==> src/rtl/epl_row_access_seq_pkg.sv <==
// Shared definitions for the EPLFFRAM02 row access sequencer: array geometry,
// 3-bit phase encodings and default phase lengths.
`ifndef EPLFFRAM02_SPEC_VH
`define EPLFFRAM02_SPEC_VH
`define ADDR_AX 3
`define ADDR_AC 2
`endif

package epl_row_access_seq_pkg;

    localparam int DEF_ROW_W     = `ADDR_AX;
    localparam int DEF_COL_W     = `ADDR_AC;
    localparam int DEF_DATA_W    = 8;
    localparam int DEF_T_SETUP   = 2;
    localparam int DEF_T_PLATE   = 3;
    localparam int DEF_T_SENSE   = 2;
    localparam int DEF_T_RESTORE = 3;
    localparam int DEF_T_PRE     = 2;

    typedef enum logic [2:0] {
        ST_IDLE    = 3'd0,
        ST_SETUP   = 3'd1,
        ST_PLATE   = 3'd2,
        ST_SENSE   = 3'd3,
        ST_RESTORE = 3'd4,
        ST_PRE     = 3'd5
    } state_t;

    // A zero-length phase would never finish, so it is treated as one cycle.
    function automatic logic [3:0] clamp_len(input logic [3:0] len);
        return (len == 4'd0) ? 4'd1 : len;
    endfunction

endpackage

==> src/rtl/epl_phase_timer.sv <==
// Loadable 4-bit phase down-counter; done is high during the last cycle of
// the loaded phase.
module epl_phase_timer
    import epl_row_access_seq_pkg::*;
(
    input  logic       clk,
    input  logic       rst_n,
    input  logic       load,
    input  logic [3:0] load_val,
    output logic       done
);

    logic [3:0] count;

    always_ff @(posedge clk or negedge rst_n) begin
        if (!rst_n) begin
            count <= 4'd0;
        end else if (load) begin
            count <= clamp_len(load_val);
        end else if (count != 4'd0) begin
            count <= count - 4'd1;
        end
    end

    assign done = (count == 4'd1);

endmodule

==> src/rtl/epl_row_access_seq.sv <==
// Access sequencer for the EPLFFRAM02 array: latches one request, then steps
// the word-line, plate, sense-amp and bit-line-driver enables through fixed phases.
module epl_row_access_seq
    import epl_row_access_seq_pkg::*;
#(
    parameter int ROW_W     = DEF_ROW_W,
    parameter int COL_W     = DEF_COL_W,
    parameter int DATA_W    = DEF_DATA_W,
    parameter int T_SETUP   = DEF_T_SETUP,
    parameter int T_PLATE   = DEF_T_PLATE,
    parameter int T_SENSE   = DEF_T_SENSE,
    parameter int T_RESTORE = DEF_T_RESTORE,
    parameter int T_PRE     = DEF_T_PRE
) (
    input  logic                   pClk_i,
    input  logic                   pRstn_i,
    input  logic                   pReq_i,
    input  logic                   pWe_i,
    input  logic [ROW_W+COL_W-1:0] pAddr_i,
    input  logic [DATA_W-1:0]      pWdata_i,
    output logic                   pReady_o,
    output logic [ROW_W-1:0]       pAr_o,
    output logic [COL_W-1:0]       pAc_o,
    output logic                   pWlEn_o,
    output logic                   pPlEn_o,
    output logic                   pSaEn_o,
    output logic                   pWdrvEn_o,
    output logic [DATA_W-1:0]      pBlData_o,
    input  logic [DATA_W-1:0]      pSaData_i,
    output logic [DATA_W-1:0]      pRdata_o,
    output logic                   pRvalid_o
);

    localparam logic [3:0] LEN_SETUP   = 4'(T_SETUP);
    localparam logic [3:0] LEN_PLATE   = 4'(T_PLATE);
    localparam logic [3:0] LEN_SENSE   = 4'(T_SENSE);
    localparam logic [3:0] LEN_RESTORE = 4'(T_RESTORE);
    localparam logic [3:0] LEN_PRE     = 4'(T_PRE);

    state_t     state;
    state_t     next_state;
    logic       is_write;
    logic       we_next;
    logic       accept;
    logic       capture;
    logic       load;
    logic [3:0] load_val;
    logic       done;

    logic              ready_q;
    logic [ROW_W-1:0]  ar_q;
    logic [COL_W-1:0]  ac_q;
    logic              wl_q;
    logic              pl_q;
    logic              sa_q;
    logic              wdrv_q;
    logic [DATA_W-1:0] bl_q;
    logic [DATA_W-1:0] rdata_q;
    logic              rvalid_q;

    epl_phase_timer u_timer (
        .clk      (pClk_i),
        .rst_n    (pRstn_i),
        .load     (load),
        .load_val (load_val),
        .done     (done)
    );

    always_ff @(posedge pClk_i or negedge pRstn_i) begin
        if (!pRstn_i) begin
            state <= ST_IDLE;
        end else begin
            state <= next_state;
        end
    end

    // Each phase loads the timer for the following phase as it exits.
    always_comb begin
        next_state = state;
        load       = 1'b0;
        load_val   = 4'd0;
        accept     = 1'b0;
        capture    = 1'b0;
        we_next    = is_write;
        unique case (state)
            ST_IDLE: begin
                if (pReq_i) begin
                    accept     = 1'b1;
                    we_next    = pWe_i;
                    next_state = ST_SETUP;
                    load       = 1'b1;
                    load_val   = LEN_SETUP;
                end
            end
            ST_SETUP: begin
                if (done) begin
                    next_state = ST_PLATE;
                    load       = 1'b1;
                    load_val   = LEN_PLATE;
                end
            end
            ST_PLATE: begin
                if (done) begin
                    load = 1'b1;
                    if (is_write) begin
                        next_state = ST_RESTORE;
                        load_val   = LEN_RESTORE;
                    end else begin
                        next_state = ST_SENSE;
                        load_val   = LEN_SENSE;
                    end
                end
            end
            ST_SENSE: begin
                if (done) begin
                    capture    = 1'b1;
                    next_state = ST_RESTORE;
                    load       = 1'b1;
                    load_val   = LEN_RESTORE;
                end
            end
            ST_RESTORE: begin
                if (done) begin
                    next_state = ST_PRE;
                    load       = 1'b1;
                    load_val   = LEN_PRE;
                end
            end
            ST_PRE: begin
                if (done) begin
                    next_state = ST_IDLE;
                end
            end
            default: next_state = ST_IDLE;
        endcase
    end

    // Enables are decoded from the next state so they line up with the phase.
    always_ff @(posedge pClk_i or negedge pRstn_i) begin
        if (!pRstn_i) begin
            ready_q  <= 1'b1;
            is_write <= 1'b0;
            ar_q     <= '0;
            ac_q     <= '0;
            wl_q     <= 1'b0;
            pl_q     <= 1'b0;
            sa_q     <= 1'b0;
            wdrv_q   <= 1'b0;
            bl_q     <= '0;
            rdata_q  <= '0;
            rvalid_q <= 1'b0;
        end else begin
            ready_q  <= (next_state == ST_IDLE);
            wl_q     <= (next_state == ST_SETUP) || (next_state == ST_PLATE) ||
                        (next_state == ST_SENSE) || (next_state == ST_RESTORE);
            pl_q     <= (next_state == ST_PLATE);
            sa_q     <= !we_next && ((next_state == ST_PLATE) || (next_state == ST_SENSE));
            wdrv_q   <= (next_state == ST_RESTORE) || (we_next && (next_state == ST_PLATE));
            rvalid_q <= capture;
            if (accept) begin
                is_write <= pWe_i;
                ar_q     <= pAddr_i[ROW_W+COL_W-1:COL_W];
                ac_q     <= pAddr_i[COL_W-1:0];
                bl_q     <= pWdata_i;
            end
            if (capture) begin
                rdata_q <= pSaData_i;
                bl_q    <= pSaData_i;
            end
        end
    end

    assign pReady_o  = ready_q;
    assign pAr_o     = ar_q;
    assign pAc_o     = ac_q;
    assign pWlEn_o   = wl_q;
    assign pPlEn_o   = pl_q;
    assign pSaEn_o   = sa_q;
    assign pWdrvEn_o = wdrv_q;
    assign pBlData_o = bl_q;
    assign pRdata_o  = rdata_q;
    assign pRvalid_o = rvalid_q;

endmodule

==> config.mk <==
export PLATFORM = sky130hd
export DESIGN_NAME = epl_row_access_seq
export DESIGN_NICKNAME = d
export VERILOG_FILES = /design/src/rtl/epl_row_access_seq_pkg.sv /design/src/rtl/epl_phase_timer.sv /design/src/rtl/epl_row_access_seq.sv
export SDC_FILE = /design/constraint.sdc
export NUM_CORES = 1
export LEC_CHECK = 0
export ABC_AREA = 1
export CAP_MARGIN = 20
export CORE_UTILIZATION = 46
export DETAILED_ROUTE_END_ITERATION = 6
export GPL_ROUTABILITY_DRIVEN = 0
export PLACE_DENSITY = 0.86
export SETUP_SLACK_MARGIN = 0.1
export SLEW_MARGIN = 20
export SYNTH_ARGS = -nofsm -noshare
export SYNTH_HDL_FRONTEND = slang
export SYNTH_HIERARCHICAL = 1
export SYNTH_SLANG_ARGS = --single-unit
==> constraint.sdc <==
create_clock -name pClk_i -period 2.6 [get_ports pClk_i]
set_clock_uncertainty 0.15 [all_clocks]
set_input_delay 0.52 -clock pClk_i [delete_from_list [all_inputs] [get_ports pClk_i]]
set_output_delay 0.52 -clock pClk_i [all_outputs]
set_load 0.005 [all_outputs]
Yosys cells after proc, flatten, opt, wreduce, memory -nomap -nowiden. Index checks and enable logic that the tools add are counted.

Register bits after elaboration: 35. Input port bits: 25. Logic and storage cells: 66.

Add/subtract/negate cells: 1. Equal/unequal tests: 10. Muxes and demuxes: 26. Reductions and logical operators: 16.

Operator list (number): $mux W3 (7); $pmux W3 S6 (1); $mux W8 (2); $eq A3 B2 Y1 const B (4); $mux W2 (5); $eq A3 B3 Y1 const B (3); $mux W4 (2); $pmux W2 S4 (1); $mux W1 (7); $eq A3 B1 Y1 const B (2); $logic_not A3 Y1 (2); $logic_or A1 B1 Y1 (5); $eq A4 B1 Y1 const B (1); $logic_not A4 Y1 (1); $reduce_bool A2 Y1 (2); $reduce_bool A4 Y1 (1); $reduce_or A4 Y1 (1); $sub A4 B1 Y4 const B (1); $logic_and A1 B1 Y1 (2); $pmux W1 S2 (1); $reduce_or A2 Y1 (1); $logic_not A1 Y1 (1).

Longest topological paths before layout.
Depth after elaboration: 7. Depth in mapped cells: 13.

Hierarchy. Netlist, hierarchy kept.

By module, submodules not included: epl_row_access_seq (instances 1, cells an instance 161, area an instance 1357.6 um^2); epl_phase_timer (instances 1, cells an instance 41, area an instance 286.5 um^2).

Worst setup path before layout. OpenSTA, ideal clock, no wires.

Path kind: register to register. Start: reg u_timer.count[1]. End: reg u_timer.count[0]. Setup time: 0.118 ns. Arrival: 1.718 ns. Required time: 2.332 ns. Slack: 0.615 ns. Cell stages (with the launch flop): 14. Clock period less this slack: 1.985 ns. Path through: dfrtp_1 inv_1 ha_1 nor3b_1 buf_2 inv_2 nor3_1 nor2_1 nand2_1 inv_1 nor2_1 nand2_1 nand3_1 nand2_1.

Elaborated cells between the ends (all ways): 12. Those cells by class: 1 x eq/ne; 8 x mux; 3 x reduce/logical.

RTL lines: start: declaration (line epl_phase_timer.sv:13) `logic [3:0] count;`; start signal: assignment (line epl_phase_timer.sv:19) `count <= clamp_len(load_val);`; start signal: assignment (line epl_phase_timer.sv:21) `count <= count - 4'd1;`; $eq A4 B1 Y1 (*) (line epl_phase_timer.sv:25) `assign done = (count == 4'd1);`; named net done (line epl_row_access_seq.sv:48) `logic done;`; $mux W1 (*); $pmux W1 S2 (*) (line epl_row_access_seq.sv:85) `unique case (state)`; named net load (line epl_row_access_seq.sv:46) `logic load;`; $mux W4 or $reduce_bool A2 Y1 (tied branches).

The timed path passes the listed nets; every way through them passes the cells marked *. A chain may end at the register's enable or synchronous reset.

Final worst setup path. Ends and elaborated chain as after synthesis.

==> flow_metrics.py <==
metrics = {
    "cts": {
        "holdBufCountCts": 0,
        "post_cts_resize_count": 0,
        "worstSkewPairLatency_ns": 0.33,
        "clock_path_buffers": 2,
        "clk_pin_slew_worst_paths_ns": 0.10,
        "cts_tree": "yes",
        "root_buffer": "clkbuf_4",
        "post_cts_buffers": 0,
        "cts_made_buffers": 5,
        "clock_sinks": 35,
        "htreeDepth": 2,
    },
    "grt": {
        "grt_pass1_vias": 1326,
        "grt_max_degree": 36,
        "grt.total_usage": 0.213,
        "grt_pass1_wl_um": 5730,
        "grt-ovfl-total": 0,
        "antenna_found_initial": 0,
    },
    "placement": {
        "hpwl_um": 2750,
        "dpl.cell_count": 300,
        "portBuffers": 51,
    },
    "synthesis": {
        "seq_area_frac_synth": 0.533,
        "avgSynthCellArea_um2": 8.14,
        "synthesis.area_um2": 1640,
        "ys_ff_latch": 35,
        "syn_inst": 202,
        "netlist-cell-type-count": 27,
        "ys_warn_count": 6,
    },
    "die": {
        "die_area_um2": 3820,
        "num_io_pins": 52,
        "die_y_um": 61.8,
        "start_util": 0.485,
        "die_width_um": 61.8,
        "rows": 21,
        "core_um2": 3390,
    },
    "power": {
        "powerDensity_nw_per_um2": 1160,
        "p_leak_nw": 1.13,
        "p_total_w": 0.00265,
        "peakVddDrop_mv": 0.637,
    },
    "sta": {
        "final_hold_viol_count": 0,
        "fin_crit_sh": 0.826,
        "rsz0062_at_grt": "false",
        "min_period_ns": 2.15,
        "setup_violations": 0,
        "fmax_mhz": 465,
        "slew_viol_final": 0,
        "setup_tns_ns": 0,
    },
    "run": {
        "cap_viol_max_count": 0,
    },
    "detailed_routing": {
        "drc": 0,
        "drtAntennaViolNets": 0,
        "wl_per_cell_um": 11.9,
        "drt_pass1_iterations": 4,
        "drtIter0Drc": 80,
        "viasPerCell": 4.79,
        "vias": 1470,
        "drt_wl_total_um": 3640,
    },
    "critical_path": {
        "crit_slowest_cell": "dfrtp_1",
        "arrival_ns": 2.24,
        "worstPathCellList": "inv_1, ha_1, nor3b_1, buf_4, inv_2, nor3_1, nor2_1, nand2_1, inv_1, nor2_1, nand2_1, nand3_1, nand2_1",
        "critPathMaxStageDelay_ns": 0.39,
        "criticalPathCategory": "register to register",
        "worstPathRequired_ns": 2.69,
        "end_kind": "register",
        "startpoint_type": "register",
        "cpMostUsedCell": "nand2_1",
        "cp_max_fo": 7,
        "reg2reg_depth": 13,
    },
    "cells_and_area": {
        "num_antenna_cells": 0,
        "layout-area-overhead-vs-synth_pct": 38.7,
        "drive_above_1_share": 0.0843,
        "fin_nets": 289,
        "final_cells": 307,
    },
    "min_path": {
        "hold_class": "register to register",
        "min_path_cells": 2,
    },
    "run_status": {
        "status": "finished, final reports clean",
    },
}
-- Yosys cell counts --
cell type | count | area [um2]
o21ai_0 | 4 | 20.0
nor2_1 | 21 | 78.8
xnor2_1 | 1 | 8.76
inv_1 | 13 | 48.8
nand3_2 | 1 | 10.0
ha_1 | 3 | 37.5
nor3b_1 | 1 | 7.51
nand4_1 | 2 | 12.5
buf_2 | 2 | 10.0
dfstp_2 | 1 | 26.3
buf_6 | 2 | 22.5
nand2_2 | 1 | 6.26
nand3_4 | 1 | 17.5
nand2_4 | 1 | 11.3
nand3_1 | 8 | 40.0
nand2_1 | 82 | 308
a31oi_1 | 4 | 25.0
clkbuf_1 | 1 | 3.75
conb_1 | 1 | 3.75
nor3_1 | 1 | 5.00
nor2_2 | 2 | 12.5
o21ai_1 | 5 | 25.0
inv_2 | 4 | 15.0
nor2_4 | 1 | 11.3
dfrtp_1 | 34 | 851
a21oi_1 | 4 | 20.0
inv_4 | 1 | 6.26
-- state kept, by name (all words and copies together), names as in the netlist, 2 cells and up --
signal         cells
pAc_o              2
pRdata_o           8
state              3
u_timer/count      4
pAr_o              3
pBlData_o          8
-- cell usage in the layout, fill, tap and decap left out, types with 2 or more instances in the layout --
master,n
dfrtp_1,34
nor2_2,2
inv_2,4
conb_1,4
clkbuf_4,5
ha_1,3
nand2_1,82
buf_4,3
inv_1,13
o21ai_1,5
nor2_1,21
a31oi_1,4
o21ai_0,4
a21oi_1,4
clkdlybuf4s50_1,51
nand3_1,8
nand4_1,2
-- critical path: cells and delay by family (launching register included) --
kind	cells	cell delay (ns)
and+or+nand+nor	8	0.87
buffers and inverters	4	0.48
DFF	1	0.39
adders and majority gates	1	0.16
-- kinds of logic after synthesis --
group / synth area share
flops: 0.533
buf+inv: 0.0647
other cells: 0.00228
fa+ha+maj: 0.0228
simple gates: 0.317
xor+xnor: 0.00533
compound gates: 0.0548
-- power by group --
part | switching [W] | leakage [nW] | internal (W)
Combinational | 0.000638 | 0.678 | 0.000657
Sequential | 0.000172 | 0.416 | 0.000810
Clock | 0.000172 | 0.0383 | 0.000198
-- worst paths after layout --
path,from,endpoint,slack [ns]
setup / recovery,u_timer/count[1],u_timer/count[0],0.45
hold / removal,pAc_o[1],pAc_o[1],0.33
setup reg to reg,u_timer/count[1],u_timer/count[0],0.45
hold reg to reg,pAc_o[1],pAc_o[1],0.33
max in group asynchronous,pRstn_i,pReady_o,1.53
min in group asynchronous,pRstn_i,pRdata_o[0],0.43
-- through the flow --
| step | hold slack [ns] | utilization | setup WS, ns | cell area [um2] |
|---|---|---|---|---|
| finish | 0.335 | 0.673 | 0.451 | 2280 |
| global route | 0.361 | 0.673 | 0.217 | 2280 |
| global placement | 0.313 | 0.652 | 0.546 | 2210 |
| detailed placement | 0.314 | 0.652 | 0.450 | 2210 |
| floorplan | 0.0744 | - | 0.615 | 1660 |
| CTS | 0.339 | 0.673 | 0.447 | 2280 |
-- cell type report --
type / count / area [um2]
Timing Repair Buffer: 54 / 533
Sequential cell: 35 / 877
Clock buffer: 6 / 41.3
Tap cell: 46 / 57.6
Fill cell: 272 / 1110
Inverter: 18 / 70.1
Multi-Input combinational cell: 147 / 672
Clock inverter: 1 / 30.0
-- layer usage --
metal | global-route usage | vias up | part of all wire
li1 | - | 745 | -
met1 | 0.248 | 679 | 0.42
met2 | 0.367 | 42 | 0.50
met3 | 0.0766 | 4 | 0.068
met4 | 0.0698 | 0 | 0.0060
met5 | 0 | - | 0
Power figures use the tool's default switching activity.
